[src/rtl/transport_send.sv]
// transport_send: packetizes session words into fixed-size byte packets for the network.
//   clk, reset        : clock, synchronous active-high reset
//   sess_kind/data    : one-cycle strobe (01 control word, 10 audio word) with its 16-bit word
//   ctrl_ready        : control holding register is empty
//   audio_ready       : audio FIFO has room
//   tx_data/valid/sop : registered byte stream to network, sop marks the header byte
//   tx_ready          : network accepts the presented byte
//   busy              : packet in progress
//   overflow          : sticky, a strobe was dropped because its ready was low
module transport_send #(
  parameter int PACKET_SIZE = 16,
  parameter int AUDIO_DEPTH = 16
) (
  input  logic        clk,
  input  logic        reset,
  input  logic [1:0]  sess_kind,
  input  logic [15:0] sess_data,
  output logic        ctrl_ready,
  output logic        audio_ready,
  output logic [7:0]  tx_data,
  output logic        tx_valid,
  input  logic        tx_ready,
  output logic        tx_sop,
  output logic        busy,
  output logic        overflow
);

  localparam int W  = (PACKET_SIZE - 2) / 2;
  localparam int PW = (AUDIO_DEPTH > 1) ? $clog2(AUDIO_DEPTH) : 1;
  localparam int CW = $clog2(AUDIO_DEPTH + 1);
  localparam int BW = $clog2(PACKET_SIZE);

  typedef enum logic [2:0] {IDLE, HDR, CTRL_HI, CTRL_LO, AUD_HI, AUD_LO, PAD} state_t;

  state_t          state_q;
  logic            pkt_ctrl_q;
  logic [BW-1:0]   byte_cnt_q;
  logic [7:0]      tx_data_q;
  logic            tx_valid_q;
  logic            tx_sop_q;
  logic            overflow_q;
  logic            hold_full_q;
  logic [15:0]     hold_q;
  logic [15:0]     shadow_q;
  logic [15:0]     mem_q [AUDIO_DEPTH];
  logic [PW-1:0]   rd_ptr_q, wr_ptr_q, rd_ptr_d;
  logic [CW-1:0]   count_q, count_d;

  logic ctrl_push, audio_push, drop, accept, pop;

  function automatic logic [PW-1:0] ptr_inc(input logic [PW-1:0] p);
    return (p == PW'(AUDIO_DEPTH - 1)) ? '0 : p + PW'(1);
  endfunction

  // Ready flags reflect state before this cycle's pop/start, so a strobe
  // arriving alongside a pop or a packet start still sees the old occupancy.
  assign ctrl_ready  = !hold_full_q;
  assign audio_ready = (count_q < CW'(AUDIO_DEPTH));
  assign ctrl_push   = (sess_kind == 2'b01) && ctrl_ready;
  assign audio_push  = (sess_kind == 2'b10) && audio_ready;
  assign drop        = ((sess_kind == 2'b01) && !ctrl_ready) ||
                       ((sess_kind == 2'b10) && !audio_ready);
  assign accept      = tx_valid_q && tx_ready;
  assign pop         = accept && (state_q == AUD_LO);
  assign rd_ptr_d    = pop ? ptr_inc(rd_ptr_q) : rd_ptr_q;
  assign count_d     = count_q + CW'(audio_push) - CW'(pop);

  assign tx_data  = tx_data_q;
  assign tx_valid = tx_valid_q;
  assign tx_sop   = tx_sop_q;
  assign busy     = (state_q != IDLE);
  assign overflow = overflow_q;

  // Audio FIFO storage (data, no reset) and its control pointers.
  always_ff @(posedge clk) begin
    if (audio_push) mem_q[wr_ptr_q] <= sess_data;
  end

  always_ff @(posedge clk) begin
    if (reset) begin
      wr_ptr_q <= '0;
      rd_ptr_q <= '0;
      count_q  <= '0;
    end else begin
      if (audio_push) wr_ptr_q <= ptr_inc(wr_ptr_q);
      rd_ptr_q <= rd_ptr_d;
      count_q  <= count_d;
    end
  end

  // Control holding register; it is freed when a control packet starts,
  // which can never coincide with a load because ctrl_ready is low then.
  always_ff @(posedge clk) begin
    if (ctrl_push) hold_q <= sess_data;
  end

  always_ff @(posedge clk) begin
    if (reset) begin
      hold_full_q <= 1'b0;
      overflow_q  <= 1'b0;
    end else begin
      if (state_q == IDLE && hold_full_q) hold_full_q <= 1'b0;
      if (ctrl_push) hold_full_q <= 1'b1;
      if (drop) overflow_q <= 1'b1;
    end
  end

  // Packet FSM with registered byte outputs: each branch loads the byte
  // that the next state presents, so tx_data only changes on accept.
  always_ff @(posedge clk) begin
    if (reset) begin
      state_q    <= IDLE;
      pkt_ctrl_q <= 1'b0;
      byte_cnt_q <= '0;
      tx_data_q  <= 8'h00;
      tx_valid_q <= 1'b0;
      tx_sop_q   <= 1'b0;
    end else begin
      if (state_q != IDLE && accept) byte_cnt_q <= byte_cnt_q + BW'(1);
      case (state_q)
        IDLE: begin
          byte_cnt_q <= '0;
          if (hold_full_q) begin
            state_q    <= HDR;
            pkt_ctrl_q <= 1'b1;
            shadow_q   <= hold_q;
            tx_data_q  <= 8'h40;
            tx_valid_q <= 1'b1;
            tx_sop_q   <= 1'b1;
          end else if (count_q >= CW'(W)) begin
            state_q    <= HDR;
            pkt_ctrl_q <= 1'b0;
            tx_data_q  <= 8'h80;
            tx_valid_q <= 1'b1;
            tx_sop_q   <= 1'b1;
          end
        end
        HDR: if (accept) begin
          tx_sop_q <= 1'b0;
          if (pkt_ctrl_q) begin
            state_q   <= CTRL_HI;
            tx_data_q <= shadow_q[15:8];
          end else begin
            state_q   <= AUD_HI;
            tx_data_q <= mem_q[rd_ptr_q][15:8];
          end
        end
        CTRL_HI: if (accept) begin
          state_q   <= CTRL_LO;
          tx_data_q <= shadow_q[7:0];
        end
        CTRL_LO: if (accept) begin
          state_q   <= PAD;
          tx_data_q <= 8'h00;
        end
        AUD_HI: if (accept) begin
          state_q   <= AUD_LO;
          tx_data_q <= mem_q[rd_ptr_q][7:0];
        end
        AUD_LO: if (accept) begin
          // The low byte of word W sits at byte index PACKET_SIZE-2.
          if (byte_cnt_q == BW'(PACKET_SIZE - 2)) begin
            state_q   <= PAD;
            tx_data_q <= 8'h00;
          end else begin
            state_q   <= AUD_HI;
            tx_data_q <= mem_q[rd_ptr_d][15:8];
          end
        end
        PAD: if (accept) begin
          tx_data_q <= 8'h00;
          if (byte_cnt_q == BW'(PACKET_SIZE - 1)) begin
            state_q    <= IDLE;
            tx_valid_q <= 1'b0;
          end
        end
        default: state_q <= IDLE;
      endcase
    end
  end

endmodule

[config.mk]
export PLATFORM = sky130hd
export DESIGN_NAME = transport_send
export DESIGN_NICKNAME = d
export VERILOG_FILES = /design/src/rtl/transport_send.sv
export SDC_FILE = /design/constraint.sdc
export NUM_CORES = 1
export LEC_CHECK = 0
export CORE_UTILIZATION = 49
export DETAILED_ROUTE_END_ITERATION = 10
export PLACE_DENSITY_LB_ADDON = 0.08
export SYNTH_ARGS = -nofsm -noshare
export SYNTH_HDL_FRONTEND = slang
export SYNTH_SLANG_ARGS = --single-unit
[constraint.sdc]
create_clock -name clk -period 4 [get_ports clk]
set_input_delay 0.8 -clock clk [delete_from_list [all_inputs] [get_ports clk]]
set_output_delay 0.8 -clock clk [all_outputs]
set_load 0.005 [all_outputs]
### Yosys cells after proc, flatten, opt, wreduce, memory -nomap -nowiden

Memory sizes are Yosys's and may differ from the RTL's. A register that Yosys moved wholly into a read port is not among the register bits.
Cells that the tools add are included.

* add/sub/neg operators: 5
* $mul: 0
* div/mod/pow operators: 0
* magnitude comparators: 2
* eq/ne operators: 21
* shifts and indexed selects: 0
* muxes and demuxes: 39
* bitwise logic cells: 1
* reduce and logical (&&, ||, !) cells: 26

Operators with widths (count)
* 2-to-1 mux 8 bit: 9
* one-hot mux 8 bit (6 select lines): 1
* 2-to-1 mux 3 bit: 10
* one-hot mux 3 bit (7 select lines): 1
* equality test 4 bit, second input constant: 4
* 2-to-1 mux 4 bit: 4
* != test 2 bit, second input constant: 7
* adder 4 x 1 -> 4 bit, second input constant: 3
* 2-to-1 mux 1 bit: 11
* equality test 3 bit, second input constant: 3
* logical AND 1 bit: 8
* AND reduction 8 bit: 1
* nonzero test 2 bit: 4
* AND reduction 7 bit: 1
* equality test 3 x 2 -> 1 bit, second input constant: 2
* AND reduction 3 bit: 2
* nonzero test 6 bit: 1
* adder 5 x 1 -> 5 bit: 1
* >= comparator 5 x 3 -> 1 bit, second input constant: 1
* < comparator 5 bit, second input constant: 1
* subtractor 5 x 1 -> 5 bit: 1
* one-hot mux 1 bit (2 select lines): 2
* AND reduction 4 bit: 1
* OR reduction 2 bit: 2
* other kinds (12): 13

* register bits: 65
* latch bits: 0
* memory bits (writable): 256
* ROM bits: 0
* input port bits: 21
* output and inout port bits: 14
* word-level logic and storage cells: 108
* memories kept: 1

Memory list
* mem_q: words 16, bits a word 16, rd ports 2, clocked after memory_dff 1, write ports 1, RTL line 45 `logic [15:0] mem_q [AUDIO_DEPTH];`

### Longest topological paths before layout

Gate-level depths: netlist of run 1.
An unclocked memory read counts as a cell.

* word-level depth: 7
* gate-level depth with buffers: 12
* gate-level depth less buffers: 11

### Least setup slack after synthesis of run 1

No wires, ideal clock.

* path kind: input port to flip-flop
* start: input sess_kind[0]
* end: memory mem_q[3][0], enable pin
* setup time: 0.409 ns
* arrival time: 2.596 ns
* data required time: 3.591 ns
* path slack: 0.995 ns
* stages: 5
* path buffers: 1
* cells stage by stage: inv_1 > and3_1 > clkbuf_1 > nand2_1 > nor3_1

* longest elaborated chain between the ends: 4

Ends and longest elaborated chain
* start: declaration: RTL line 16 `input logic [1:0] sess_kind,`
* equality test 2 bit: RTL line 60 `assign audio_push = (sess_kind == 2'b10) && audio_ready;`
* logical AND 1 bit: RTL line 60
* 2-to-1 mux 1 bit: RTL line 76 `if (audio_push) mem_q[wr_ptr_q] <= sess_data;`
* 2-to-1 mux 1 bit (not written as such): RTL line 76
* end: declaration: RTL line 45

Every way passes these cells.

### Worst setup path in the final report of run 1

* start: input tx_ready
* end: register tx_data_q[3] (netlist: tx_data[3])

* longest elaborated chain between the ends: 7
* elaborated cells on any way between the ends: 13
* classes of those cells: eq/ne: 5; mux: 4; reduce/logical: 3; memory: 1

Ends and longest elaborated chain
* start: declaration: RTL line 22 `input logic tx_ready,`
* logical AND 1 bit (*): RTL line 63 `assign accept = tx_valid_q && tx_ready;`
* logical AND 1 bit: RTL line 64 `assign pop = accept && (state_q == AUD_LO);`
* 2-to-1 mux 4 bit: RTL line 65 `assign rd_ptr_d = pop ? ptr_inc(rd_ptr_q) : rd_ptr_q;`
* memory read (16 x 16 bit)
* 2-to-1 mux 8 bit: RTL line 162 `if (byte_cnt_q == BW'(PACKET_SIZE - 2)) begin`
* 2-to-1 mux 8 bit: RTL line 160 `AUD_LO: if (accept) begin`
* one-hot mux 8 bit (6 select lines): RTL line 120 `case (state_q)`
* end signal: assignment: RTL line 142 `tx_data_q <= shadow_q[15:8];`
* end signal: assignment: RTL line 158 `tx_data_q <= mem_q[rd_ptr_q][7:0];`
* end signal: assignment: RTL line 167 `tx_data_q <= mem_q[rd_ptr_d][15:8];`
* end: declaration: RTL line 38 `logic [7:0] tx_data_q;`

Mark *: on every way between the ends. The rest lies on a longest branch, timed or not. The select of a mux whose other input is x is not followed.
A chain may end at the register's enable or synchronous reset.

==> qor.txt, run 1 <==
vias per inst = 6.287
slew margin rel. = 0.1839
ANT cells = 0
Clock Pin Slew Worst Setup and Hold Paths = 60 ps
P_leak = 5.266 nW
Rows = 61
yosys warns = 0
Crit. End Element = register
GP Congestion = 0.8901
VDD IR max = 324.1 uV
post-synthesis instance total = 927
Slew @ Worst Pin = 1190 ps
Worst EP arrival = 3640 ps
clk sink count = 321
Total Wirelength = 36,900 um
setup TNS = 0 ps
P&R area growth vs syn = 15.24%
status = finished clean
Util after Layout = 0.5810
CP startpoint kind = input port
Routed wire per std cell = 26.51 um
post-cts sizing count = 0
unrepaired setup endpoints after global routing = false
pre-CTS setup slack = 311.8 ps
Initial Utilization = 0.5042
Power Dens Cells = 474.8 nW/um^2
placed cells = 1,328
Post-Syn Nets = 962
Worst Clk Skew = 21.29 ps
multi-input logic area = 4497 um^2
fmax = 0.3154 GHz
vias = 8,752
worst-skew pair later-pin latency = 520 ps
Synth area leader = edfxtp_1
non-filler cells in the finished layout = 1,392
Post-CTS Setup Inserts = 0
Final Hold Fails = 0
CTS Buf Count = 36
Layout Nets = 1,023
root buffer cell = clkbuf_16
worst setup margin = 829.9 ps
layout cell share with drive strength beyond 1 = 0.2061
post-synthesis sequential area ratio = 0.6574
area fraction of the dominant cell type after synthesis = 0.6107
I/O Pins = 35
post-route minimum period = 3170 ps
grt ovf = 0
# fillers = 2,244
die width = 172 um
total track usage = 0.2623
MaxCap Viol Count = 0
Yosys cell types = 68
register area = 9316 um^2
top cells by area, synth = edfxtp_1, mux4_2, dfxtp_1
Final Total Pwr = 7.749 mW
antenna violations before repair = 0
largest net degree at the start of global routing = 46
initial DRC count = 1,073
DRC = 0
#FFs+latches synth = 321
worst endpoint required time = 4470 ps
crit-path max FO = 30
WS Path Type = input port to register
Final period util = 0.7925
ys async rst share = 0
Synth Flop Type = edfxtp_1
H-tree Lvls = 2
Cell Area, Synth = 14,160 um^2
Die H = 172 um
number of synthesized flops with an enable pin = 288
port bufs = 34
first-pass GRT wire length = 55,940 um
antenna viol nets, final = 0
first drt pass iteration count = 5
vias in the first global route = 8,816
syn_area_per_cell = 15.28 um^2
Core Region = 28,090 um^2
CTS Buffer Depth = 3
quantity of hold-fixing buffers added after cts = 0
Max Transition Viols Final = 0
die area = 29,580 um^2
dpl hpwl = 23,800 um
final setup fails = 0
Hold Path Class = register to register
CTS tree = done
==> kinds of logic after synthesis <==
kind of cell	count (synthesis)	synth area share
buffers and inverters	86	0.02898
AND/OR/NAND/NOR	245	0.08597
adder cells (fa/ha/maj)	14	0.01290
flip-flops	321	0.6574
multiplexers	89	0.1302
AO/OA/AOI/OAI	160	0.07660
XOR/XNOR	12	0.007952
==> metrics by stage <==
stage | hold slack [ps] | cell area (um^2)
4_1_cts | 415.6 | 16320
3_3_place_gp | 402.2 | 15160
3_5_place_dp | 404.5 | 15160
5_1_grt | 418.2 | 16320
6_report | 412.0 | 16320
2_1_floorplan | 400.3 | 14160
==> critical path, cell delays in order <==
cell             delay, ps
clkdlybuf4s50_1        530
nand2_1                250
buf_4                  250
nor4_4                 360
mux2_2                 620
buf_4                  260
nand2_1                 70
a31oi_1                160
and4_1                 240
or3_1                  110
==> flip-flops by register name (all words and copies together), names as in the netlist, 3 cells and up <==
name / flops
mem_q: 256
hold_q: 16
shadow_q: 16
tx_data: 8
count_q: 5
byte_cnt_q: 4
rd_ptr_q: 4
wr_ptr_q: 4
state_q: 3
==> Yosys cell counts (5+ instances only) <==
library cell	n
a21oi_1	24
a22oi_1	13
nor2_1	50
nand4_1	6
edfxtp_1	288
buf_4	9
nand2_1	95
clkbuf_1	14
a31oi_1	11
nand3_1	27
and4_1	5
nor2b_1	10
o221ai_1	7
a221oi_1	8
o21ai_0	36
or3_1	7
inv_1	31
xor2_1	6
ha_1	13
mux2i_1	11
and4b_1	5
mux4_2	75
o211ai_1	12
dfxtp_1	33
a32oi_1	5
xnor2_1	5
buf_2	25
o22ai_1	14
nor3_1	17
==> final timing paths <==
| kind | startpoint | end | slack [ps] | cells past startpoint |
|---|---|---|---|---|
| setup / recovery | tx_ready | tx_data[3] | 830 | 10 |
| hold / removal | hold_q[2] | shadow_q[2] | 410 | 0 |
| setup reg to reg | state_q[0] | tx_data[3] | 870 | 7 |
| hold reg to reg | hold_q[2] | shadow_q[2] | 410 | 0 |
==> area by class of cell <==
| type | count | share of cell area |
|---|---|---|
| Sequential cell | 321 | 0.5709 |
| Multi-Input combinational cell | 520 | 0.2755 |
| Clock buffer | 49 | 0.06080 |
| Timing Repair Buffer | 78 | 0.04646 |
| Tap cell | 378 | 0.02898 |
| Clock inverter | 15 | 0.01020 |
| Inverter | 31 | 0.007130 |
==> report_power, final <==
| part | switching [mW] | internal, mW | total [mW] |
|---|---|---|---|
| Clock | 1.29 | 1.94 | 3.23 |
| Combinational | 0.416 | 0.280 | 0.696 |
| Sequential | 0.0739 | 3.75 | 3.82 |
==> placed cells by master, fill, tap and decap left out, drive strengths merged, types with 5 or more instances in the layout <==
| cell type | count |
|---|---|
| a211oi | 5 |
| a21oi | 25 |
| a221oi | 9 |
| a22oi | 13 |
| a31oi | 11 |
| a32oi | 5 |
| and2 | 5 |
| and4 | 5 |
| and4b | 5 |
| buf | 44 |
| clkbuf | 49 |
| clkdlybuf4s50 | 34 |
| clkinv | 10 |
| dfxtp | 33 |
| edfxtp | 288 |
| ha | 13 |
| inv | 32 |
| mux2i | 12 |
| mux4 | 75 |
| nand2 | 96 |
| nand3 | 29 |
| nand4 | 7 |
| nor2 | 52 |
| nor2b | 10 |
| nor3 | 19 |
| o211ai | 12 |
| o21ai | 38 |
| o221ai | 7 |
| o22ai | 14 |
| or3 | 7 |
| xnor2 | 6 |
| xor2 | 6 |
==> routing by layer <==
| layer | part of all wire | up-vias | GRT usage | wire [um] |
|---|---|---|---|---|
| met2 | 0.47 | 415 | 0.4081 | 17200 |
| met5 | 0 | - | 0 | 0 |
| li1 | - | 3799 | - | - |
| met4 | 0.026 | 0 | 0.07657 | 947 |
| met1 | 0.44 | 4464 | 0.3842 | 16240 |
| met3 | 0.068 | 74 | 0.03983 | 2509 |
Note: power is estimated with default switching activity, not from simulation.
==> run 2, diff against run 1 <==
==> constraint.sdc (replaced) <==
create_clock -name clk -period 2.9 [get_ports clk]
set_input_delay 0.58 -clock clk [delete_from_list [all_inputs] [get_ports clk]]
set_output_delay 0.58 -clock clk [all_outputs]
set_load 0.005 [all_outputs]
==> run 2 against run 1 <==
Effect of this change:
- register-to-register slack worse by 630 ps
- final area is 3.5% higher
- clock-buffer cell count is 5 lower
- critical path type is now register to register
- largest power group unchanged
==> qor.txt, run 2 (synthesis gave the netlist of run 1 again) <==
antenna violations before repair = 0 (unchanged)
vias = 8,893 (+1.6%)
Final Hold Fails = 0 (unchanged)
Die H = 172 um (unchanged)
CP peak stage delay = 790 ps (+170 ps)
Final period util = 0.9181
die width = 172 um (unchanged)
multi-input logic area = 4497 um^2 (unchanged)
setup TNS = 0 ps (unchanged)
I/O Pins = 35 (unchanged)
worst endpoint required time = 3360 ps (-1110 ps)
grt ovf = 0 (unchanged)
die area = 29,580 um^2 (unchanged)
Clock Pin Slew Worst Setup and Hold Paths = 60 ps (about the same)
Max Transition Viols Final = 0 (unchanged)
crit-path max FO = 18 (-40%)
first-pass GRT wire length = 56,280 um (+0.60%)
WS Path Type = register to register
DRC = 0 (unchanged)
CTS Buffer Depth = 3 (unchanged)
root buffer cell = clkbuf_16
CP Cell Sequence = ha_1 > a31oi_1 > nor2_1 > a21oi_2 > o22ai_1 > o21ai_0 > and4b_1 > or3_1
port bufs = 34 (unchanged)
P&R area growth vs syn = 19.30%
Total Wirelength = 37,620 um (+2.0%)
Initial Utilization = 0.5042 (unchanged)
fmax = 0.3756 GHz
status = finished clean
Routed wire per std cell = 25.84 um (-2.5%)
antenna viol nets, final = 0 (unchanged)
dpl hpwl = 25,190 um (+5.9%)
first drt pass iteration count = 5 (unchanged)
Most flops, register = mem_q
H-tree Lvls = 2 (unchanged)
Layout Nets = 1,085 (+6.1%)
CTS Buf Count = 36 (unchanged)
register area = 9316 um^2 (unchanged)
slowest CP cell = a21oi_2
Worst EP arrival = 3130 ps (-510 ps)
clk sink count = 321 (unchanged)
final setup fails = 0 (unchanged)
total track usage = 0.2665 (+0.004172)
worst-skew pair later-pin latency = 540 ps (+20 ps)
Crit. End Element = register
unrepaired setup endpoints after global routing = false
max reg flops = 256 (unchanged)
commonest non-fill, non-tap cells in the layout = edfxtp_1, nand2_1, buf_4
Hold Crit Start = hold_q[3]
Hold Path Class = register to register
largest net degree at the start of global routing = 44 (-4.3%)
critical path buffer and inverter count = 0 (-3)
CP Launch Point = rd_ptr_q[0]
GP Congestion = 0.9282 (+4.3%)
# fillers = 2,169 (-3.3%)
VDD IR max = 457.6 uV (+41%)
ANT cells = 0 (unchanged)
slew margin rel. = 0.3133 (+0.1294)
Util after Layout = 0.6015 (+0.02045)
Power Dens Cells = 641.7 nW/um^2 (+35%)
Final Total Pwr = 10.84 mW (+40%)
post-route minimum period = 2662 ps
Worst Clk Skew = 28.22 ps (+6.929 ps)
Top Registers = mem_q x256, hold_q x16, shadow_q x16
initial DRC count = 949 (-12%)
vias per inst = 6.108 (-2.9%)
Slew @ Worst Pin = 1030 ps (-160.1 ps)
post-cts sizing count = 0 (unchanged)
P_leak = 5.595 nW (+6.3%)
most common cell after layout, fill and taps aside = edfxtp_1
CP startpoint kind = register
CTS tree = done
layout cell share with drive strength beyond 1 = 0.2532 (+0.04713)
Top delay family on crit path = compound AO/OA/AOI/OAI gates
worst r2r src = rd_ptr_q[0]
Post-CTS Setup Inserts = 0 (unchanged)
Rows = 61 (unchanged)
MaxCap Viol Count = 0 (unchanged)
vias in the first global route = 8,953 (+1.6%)
quantity of hold-fixing buffers added after cts = 0 (unchanged)
Core Region = 28,090 um^2 (unchanged)
[run 2: cell types whose count changed in the layout (fill, tap and decap cells not counted), sizes merged]
cell,previous run,this run
inv,32,31
buf,44,106
clkinv,10,16
clkinvlp,1,3
clkbuf,49,44
[run 2: report_power, final]
group,internal (mW),switching (mW)
clock,2.63,1.87
sequential,5.17,0.0786
combinational,0.482,0.615
total,8.28,2.56
[run 2: area by class of cell]
| type | instances | share of cell area |
|---|---|---|
| clock inverter | 22 | 0.01348 |
| tap | 378 | 0.02800 |
| multi-input combinational | 520 | 0.2662 |
| inverter | 31 | 0.006888 |
| clock buffer | 44 | 0.05636 |
| timing repair buffer | 140 | 0.07762 |
| sequential | 321 | 0.5515 |
[run 2: path summary, 6_finish.rpt]
kind / end / slack, ps / cells after the start
worst max-delay path: tx_data[0] / 240 / 8
worst max register to register: tx_data[0] / 240 / 8
worst min-delay path: shadow_q[3] / 420 / 0
worst min register to register: shadow_q[3] / 420 / 0
[run 2: metal layers]
| metal | GRT usage | routed length [um] | vias to the layer above |
|---|---|---|---|
| met4 | 0.1147 | 1421 | 0 |
| met3 | 0.04601 | 2654 | 82 |
| met5 | 0 | 0 | - |
| li1 | - | - | 3920 |
| met1 | 0.3657 | 15760 | 4497 |
| met2 | 0.4209 | 17790 | 394 |
[run 2: stage by stage]
stage	setup slack, ps	cells	instance area [um^2]	hold slack (ps)
floorplan	114.6	927	14160	400.3
global placement	-119.0	1390	15710	401.5
detailed placement	-160.0	1390	15710	404.5
CTS	288.3	1456	16890	418.1
global route	105.6	1456	16890	423.8
finish	237.6	1456	16890	417.9
[run 2: worst register-to-register path, stage by stage, from the launching register on]
cell     delay [ps]
dfxtp_4         360
ha_1            280
a31oi_1         350
nor2_1          100
a21oi_2         790
o22ai_1         220
o21ai_0         210
and4b_1         200
or3_1            90
